File: src/rtl/musa_mem_pkg.sv
// musa_mem_pkg: shared data-memory widths, requester IDs and arbitration mode encodings.
package musa_mem_pkg;
  localparam int ADDR_W = 8;
  localparam int DATA_W = 32;
  localparam int ARB_PRIO = 0;
  localparam int ARB_RR = 1;
  typedef enum logic {
    REQ_CORE = 1'b0,
    REQ_HOST = 1'b1
  } req_id_e;
endpackage

File: src/rtl/dmem_arb_pick.sv
// dmem_arb_pick: grant decision between core and host with aging, round-robin and host lock state.
module dmem_arb_pick
  import musa_mem_pkg::*;
#(
  parameter int ARB_MODE = ARB_PRIO,
  parameter int MAX_WAIT = 4
) (
  input  logic clk,
  input  logic rst_n,
  input  logic core_req,
  input  logic host_req,
  input  logic host_lock,
  output logic core_gnt,
  output logic host_gnt
);
  localparam int CW = $clog2(MAX_WAIT + 1);
  logic [CW-1:0] wait_cnt;
  req_id_e last_gnt;
  logic lock_q;
  logic host_win;
  // An active lock only exists after a host grant, so it holds rather than preempts.
  always_comb begin
    host_win = lock_q | ((ARB_MODE == ARB_RR) ? (last_gnt == REQ_CORE) : (wait_cnt == CW'(MAX_WAIT)));
    host_gnt = host_req & (~core_req | host_win);
    core_gnt = core_req & ~host_gnt;
  end
  always_ff @(posedge clk) begin
    if (!rst_n) begin
      wait_cnt <= '0;
      last_gnt <= REQ_HOST;
      lock_q   <= 1'b0;
    end else begin
      wait_cnt <= (host_req & ~host_gnt) ? ((wait_cnt == CW'(MAX_WAIT)) ? wait_cnt : wait_cnt + 1'b1) : '0;
      if (core_gnt | host_gnt) last_gnt <= host_gnt ? REQ_HOST : REQ_CORE;
      lock_q <= host_gnt & host_lock;
    end
  end
  assert property (@(posedge clk) disable iff (!rst_n) !(core_gnt && host_gnt));
  assert property (@(posedge clk) disable iff (!rst_n) wait_cnt <= CW'(MAX_WAIT));
endmodule

File: src/rtl/dmem_arbiter.sv
// dmem_arbiter: shares the single-port data memory between core and host, routing
// the access to memory and returning registered read data to the requester that issued it.
module dmem_arbiter
  import musa_mem_pkg::*;
#(
  parameter int ADDR_W   = musa_mem_pkg::ADDR_W,
  parameter int DATA_W   = musa_mem_pkg::DATA_W,
  parameter int ARB_MODE = ARB_PRIO,
  parameter int MAX_WAIT = 4
) (
  input  logic              clk,
  input  logic              rst_n,
  input  logic              core_req,
  input  logic              core_we,
  input  logic [ADDR_W-1:0] core_addr,
  input  logic [DATA_W-1:0] core_wdata,
  output logic              core_gnt,
  output logic              core_stall,
  output logic              core_rvalid,
  output logic [DATA_W-1:0] core_rdata,
  input  logic              host_req,
  input  logic              host_we,
  input  logic [ADDR_W-1:0] host_addr,
  input  logic [DATA_W-1:0] host_wdata,
  input  logic              host_lock,
  output logic              host_gnt,
  output logic              host_rvalid,
  output logic [DATA_W-1:0] host_rdata,
  output logic [ADDR_W-1:0] mem_addr,
  output logic [DATA_W-1:0] mem_data,
  output logic              mem_wren,
  input  logic [DATA_W-1:0] mem_q
);
  logic req_c, req_h;
  logic rd_pend;
  req_id_e rd_owner;
  logic [DATA_W-1:0] core_hold, host_hold;
  // Requests are masked in reset so every output reads zero while rst_n is low.
  assign req_c = rst_n & core_req;
  assign req_h = rst_n & host_req;
  dmem_arb_pick #(.ARB_MODE(ARB_MODE), .MAX_WAIT(MAX_WAIT)) u_pick (
    .clk      (clk),
    .rst_n    (rst_n),
    .core_req (req_c),
    .host_req (req_h),
    .host_lock(host_lock),
    .core_gnt (core_gnt),
    .host_gnt (host_gnt)
  );
  always_comb begin
    mem_addr    = host_gnt ? host_addr : core_gnt ? core_addr : '0;
    mem_data    = host_gnt ? host_wdata : core_gnt ? core_wdata : '0;
    mem_wren    = (host_gnt & host_we) | (core_gnt & core_we);
    core_stall  = req_c & ~core_gnt;
    core_rvalid = rst_n & rd_pend & (rd_owner == REQ_CORE);
    host_rvalid = rst_n & rd_pend & (rd_owner == REQ_HOST);
    core_rdata  = !rst_n ? '0 : core_rvalid ? mem_q : core_hold;
    host_rdata  = !rst_n ? '0 : host_rvalid ? mem_q : host_hold;
  end
  always_ff @(posedge clk) begin
    if (!rst_n) begin
      rd_pend   <= 1'b0;
      rd_owner  <= REQ_CORE;
      core_hold <= '0;
      host_hold <= '0;
    end else begin
      rd_pend  <= (core_gnt & ~core_we) | (host_gnt & ~host_we);
      rd_owner <= host_gnt ? REQ_HOST : REQ_CORE;
      if (core_rvalid) core_hold <= mem_q;
      if (host_rvalid) host_hold <= mem_q;
    end
  end
  assert property (@(posedge clk) !(core_rvalid && host_rvalid));
endmodule

File: config.mk
export PLATFORM = sky130hd
export DESIGN_NAME = dmem_arbiter
export DESIGN_NICKNAME = d
export VERILOG_FILES = /design/src/rtl/musa_mem_pkg.sv /design/src/rtl/dmem_arb_pick.sv /design/src/rtl/dmem_arbiter.sv
export SDC_FILE = /design/constraint.sdc
export NUM_CORES = 1
export LEC_CHECK = 0
export BUFFER_PORTS_ARGS = -buffer_cell sky130_fd_sc_hd__buf_2
export CAP_MARGIN = 15
export CORE_AREA = 2 2 138 73
export CTS_CLUSTER_DIAMETER = 100
export DETAILED_ROUTE_END_ITERATION = 8
export DIE_AREA = 0 0 140 75
export HOLD_SLACK_MARGIN = 0.03
export PLACE_DENSITY = 0.69
export SYNTH_ARGS = -nofsm -noshare
export SYNTH_HDL_FRONTEND = slang
export SYNTH_HIERARCHICAL = 1
export SYNTH_SLANG_ARGS = --single-unit
File: constraint.sdc
create_clock -name clk -period 2.43 [get_ports clk]
set_input_delay 0.3645 -clock clk [delete_from_list [all_inputs] [get_ports clk]]
set_output_delay 0.3645 -clock clk [all_outputs]
set_load 0.05 [all_outputs]
; ---- After elaboration in Yosys (flattened, before gate mapping)
; Cells that the tools add are included.
[totals]
register_bits = 70
[classes]
n_addsub = 1
eq_ne = 1
n_mux = 9
bitwise = 24
n_reduce_logical = 1
[op_table]
columns = op, count
row1 = two-way mux 32 bit, 6
row2 = two-way mux 8 bit, 2
row3 = AND 1 bit, 14
row4 = NOT 1 bit, 6
row5 = OR 1 bit, 4
row6 = "adder 3 x 1 -> 3 bit, second input constant", 1
row7 = "equality test 3 bit, second input constant", 1
row8 = AND reduction 2 bit, 1
row9 = two-way mux 1 bit, 1

; ---- Depth between registers and ports, before layout
[logic_depth]
ltp_word = 8
mapped_depth = 10
depth_no_buf = 7

; ---- By module
; Netlist, hierarchy kept.
[by_module_without_submodules]
columns = mod, instances, cells_per_inst, area_each_um2, seq_area_each_um2
row1 = dmem_arbiter, 1, 310, 2976.6, 1321.3
row2 = dmem_arb_pick, 1, 21, 202.7, 80.1

; ---- Worst setup path after synthesis
; Ideal clock, no wire load.
[synth_path]
path_type = input-to-output
from = in rst_n
to = out mem_data[30]
t_arrival_ns = 3.452
required_ns = 2.066
path_slack_ns = -1.387
cell_stages = 7
n_path_buf = 1
path_cell_list = buf_4 -> and2_1 -> nor2b_4 -> nand2_1 -> a21boi_0 -> nand2_1 -> o21ai_0
[synth_between]
elab_chain_cells = 8
[synth_lines]
columns = element, line
row1 = start: declaration, dmem_arbiter.sv:12  ; input logic rst_n,
row2 = AND 1 bit (*), dmem_arbiter.sv:39  ; assign req_c = rst_n & core_req;
row3 = named net req_c, dmem_arbiter.sv:34  ; logic req_c, req_h;
row4 = NOT 1 bit, dmem_arb_pick.sv:24  ; host_gnt = host_req & (~core_req | host_win);
row5 = OR 1 bit, dmem_arb_pick.sv:24
row6 = AND 1 bit, dmem_arb_pick.sv:24
row7 = NOT 1 bit, dmem_arb_pick.sv:25  ; core_gnt = core_req & ~host_gnt;
row8 = AND 1 bit (*), dmem_arb_pick.sv:25
row9 = named net core_gnt, dmem_arbiter.sv:17  ; output logic core_gnt,
row10 = two-way mux 32 bit (*) (2 in series), dmem_arbiter.sv:52  ; mem_data = host_gnt ? host_wdata : core_gnt ? core_wdata : '0;
row11 = end: declaration, dmem_arbiter.sv:30  ; output logic [DATA_W-1:0] mem_data,
; Mark *: on every way through the listed nets, which the timed path passes. The rest lies on a longest branch.

; ---- Final worst setup path
[layout_path]
from = reg u_pick.wait_cnt[0]
to = out mem_data[12]
[layout_between]
elab_chain_cells = 8
[layout_lines]
columns = element, line
row1 = start: declaration, dmem_arb_pick.sv:17  ; logic [CW-1:0] wait_cnt;
row2 = start signal: assignment, dmem_arb_pick.sv:33  ; wait_cnt <= (host_req & ~host_gnt) ? ((wait_cnt == CW'(MAX_WAIT)) ? wait_cnt : wait_cnt + 1'b1) : '0;
row3 = equality test 3 bit (*), dmem_arb_pick.sv:23  ; host_win = lock_q | ((ARB_MODE == ARB_RR) ? (last_gnt == REQ_CORE) : (wait_cnt == CW'(MAX_WAIT)));
row4 = OR 1 bit (*), dmem_arb_pick.sv:23
row5 = OR 1 bit (*), dmem_arb_pick.sv:24
row6 = AND 1 bit (*), dmem_arb_pick.sv:24
row7 = NOT 1 bit, dmem_arb_pick.sv:25
row8 = AND 1 bit, dmem_arb_pick.sv:25
row9 = two-way mux 32 bit, dmem_arbiter.sv:52
row10 = two-way mux 32 bit (*), dmem_arbiter.sv:52
; Every way passes the cells marked *; elsewhere a longest branch is shown, timed or not.

==> results.md <==
* Outcome: finished, violations left
* Num Clock Sinks at 70
* DR pass1 iterations at 8
* Reg2Reg Setup Slack at ~970 ps
* CTS buffer count at 9
* Met2 GRT Util at slightly above 30%
* Largest net degree at the start of global routing at between 100 and 150
* Die Height at about 75 microns
* CTS clock-pin slew for the worst setup and hold paths at around 50 ps
* GR met3 Demand/Resource at 7.51%
* Final core utilization at a little under three fifths
* Area share of the largest cell type after synthesis at around 44%
* Synth unique cells at 28
* Post-synth EDFFs at 0
* GPL Wtd Cong at 0.914
* CTS root buffer: clkbuf_16
* Hold path cells at 2
* Max incr delay on CP at ~340 ps
* Cell Rows at 25
* Max VDD drop at ~0.00036 V
* Synth Area in Simple Gates at between 10% and 20%
* # IOs at between 200 and 250
* Core Area at ~9000 sq um
* Worst EP required at a little over 2000 ps
* Post-synth top area cell: dfxtp_1
* Critical hold path startpoint: host_lock
* Most used routing layer: met2
* Sw Pwr at 0.911 mW
* Final TNS setup at 0 ps
* Share of cells above drive strength 1 at a little over half
* First-pass GRT wire length at between 15000 and 20000 microns
* Antenna Nets Post-Route at 0
* Final setup viols at 0
* Synth warn at 6
* Worst r2r path cells at 8
* M1 GR Usage at a little over a quarter
* Hold-fix buffers, CTS at 0
* Final WL at ~11000 microns
* Area growth, synth to finish at 61.1%
* Max-Cap Viols at 0
* Combinational fraction of design power at about a quarter
* Slew Limit Fails at 0
* Layout Skew at just over 5 ps
* Final min period at about 2400 ps
* Buf/Inv on CP at 4
* Avg Cell Area, Syn at approximately 9.6 sq um
* RR Startpoint: u_pick/wait_cnt[0]
* Post-synthesis adder-cell area fraction at less than 1%
* Clk network pwr share at 38.1%
* Synth Register Bits at 70
* Slowest CP cell: dfxtp_2
* GRT Util Overall at 19.8%
* Mapped Area at 3180 sq um
* Int Power at approximately 2.2 mW
* Skew-Pair Late Insertion Delay at about 330 ps
* DP Area at 4470 sq um
* Max Clock Freq at between 0.4 and 0.5 GHz
* Most used cell along the critical path: nand2_4
* WHS at 319 ps
* CP arrival at approximately 2000 ps
* Antenna violations before repair at 0
* Die W at 140 microns
* Crit path cell chain: inv_1, ha_2, nand2_4, nand2_4, a21boi_4, nor2b_4, buf_6, buf_16, a22o_2, buf_8
* Startpoint type of the worst setup path: register
* Slew HR at between 70% and 80%
* HP Class: in2reg
* Fin crit share at a little over nine tenths
* Maximum clock path buffer count at 2
* Sequential share of power at a little under two fifths
* Static Leakage at around 2.7 nW
* Area share of xor/xnor cells in the synthesized design at 0.275%
* RSZ-0062 raised after global routing: true
* Switching part of the total power at approximately 30%
* Die footprint at around 11000 sq um
* Fillcell total at a little over 800
* Failing checks: DRC
* HPWL Detailed at between 7000 and 8000 microns
* Initial core utilization at between 30% and 40%
* Design Area, Final at slightly above 5000 sq um
* Largest family of logic cells by synthesized area: multiplexers
* Syn Inst Count at roughly 330
* Vias per cell at roughly 4.7
* Placed cell count at between 600 and 700
* Nets at roughly 680
* Top FF cell, synth: dfxtp_1
* Number of global-route vias before repair at roughly 3.0k
* Post-synthesis compound-gate area fraction at between 10% and 20%
* CP endpoint kind: primary output
* Iteration-0 DRC Markers at about 140
* Antenna Cells at 0
* Sequential share of the synthesized area at between 40 and 50%
* Fin cells at slightly below 700
* Vias at between 3k and 4k
* Total grt overflow at 0
* Final Hold Viols at 0
* Worst r2r dst: rd_pend
* Mux share of post-synthesis cell area at between 20% and 30%
* Hold path endpoint: u_pick/lock_q
* Worst Tran Pin Value at around 420 ps
* Synth Net Count at approximately 450
* Power density over the cells at roughly 600 nW/um^2
* Wire length per cell after detailed routing at between 15 and 20 microns
* Crit path max-delay family: buffers and inverters
* CTS tree: built
* H-tree depth at 3
* IO Port Bufs at approximately 230
* Post-synth ARST share at 0%
* Crit-path max FO at 10
* DRC errors left at 10
* Synth top area cells: dfxtp_1 (44%), mux2i_1 (20%), nand2_1 (12%)
* CP Class: reg2out
worst max-delay path by stage:
stage | end | slack (ps) | depth (start not counted) | startpoint
2_1_floorplan | mem_data[10] | -20 | 7 | rst_n
3_3_place_gp | mem_data[16] | 170 | 9 | core_req
3_5_place_dp | mem_data[8] | 110 | 9 | rst_n
4_1_cts | mem_data[5] | -10 | 9 | u_pick/wait_cnt[0]
5_1_grt | mem_data[12] | -30 | 10 | u_pick/wait_cnt[0]
6_report | mem_data[12] | 60 | 10 | u_pick/wait_cnt[0]
cell usage after synthesis, types with 2 or more instances:
master / number
nor2_1: 3
ha_1: 2
nand2b_1: 2
a22o_1: 40
buf_6: 10
nand2_1: 101
inv_1: 2
mux2i_1: 64
clkbuf_1: 4
buf_4: 2
dfxtp_1: 70
nor2b_4: 2
and2_1: 3
buf_2: 12
routing by layer:
metal / up-vias / part of all wire, %
li1: 1582 / -
met1: 1515 / 46
met2: 108 / 45
met3: 17 / 8.4
met4: 0 / 1.3
met5: - / 0
state kept, by name, summed over array words and instances, names as in the netlist:
name	count
rd_pend	1
u_pick/lock_q	1
u_pick/wait_cnt	3
core_hold	32
host_hold	32
rd_owner	1
power groups by stage:
stage                     combinational [mW]  sequential, mW  clock [mW]
after detailed placement               0.626            1.20           0
final                                  0.725            1.18        1.17
after CTS                              0.702            1.18        1.20
after global routing                   0.757            1.18        1.26
after global placement                 0.618            1.20           0
after floorplan                        0.437            1.20           0
worst reg2reg max path: stages, from the launching register on:
cell	delay, ps
dfxtp_2	340
inv_1	50
ha_2	200
nand2_4	80
nand2_4	60
a21boi_4	150
buf_4	170
or2b_1	240
a21boi_1	120
final cells by class:
cell class	instances	area, sq um	share of cell area [%]
multi-input cells	231	1730	33.9
flip-flops and latches	70	1400	27.4
clock inverters	4	22.5	0.440
clock buffers	12	246	4.81
inverters	2	7.51	0.147
well taps	121	151	2.96
repair buffers	240	1560	30.4
repair_timing:
action	CTS	global route
pin swaps	1	1
endpoints found under the setup margin	41	31
gates resized for setup	75	23
buffers inserted	2	1
gates cloned	2	0
logic make-up (layout without fill, tap and decap cells):
group / Yosys count / count (layout)
buf+inv: 30 / 258
fa+ha+maj: 2 / 2
flops: 70 / 70
simple gates: 120 / 120
compound gates: 44 / 44
mux: 64 / 64
xor+xnor: 1 / 1
through the flow:
step	power (mW)	setup WS (ps)
finish	3.07	59.6
global route	3.20	-30.5
CTS	3.08	-13.8
detailed placement	1.83	110
global placement	1.82	170
floorplan	1.64	-24.0
cell usage in the layout, fill, tap and decap left out, drive strengths merged, types with 2 or more instances in the layout:
master  instances
clkinv          3
nor2b           3
ha              2
nand2b          2
buf           240
inv             2
a21boi          2
a22o           40
dfxtp          70
nor2            3
and2            5
nand2         102
clkbuf         12
mux2i          64
Note: power is estimated with default switching activity, not from simulation.
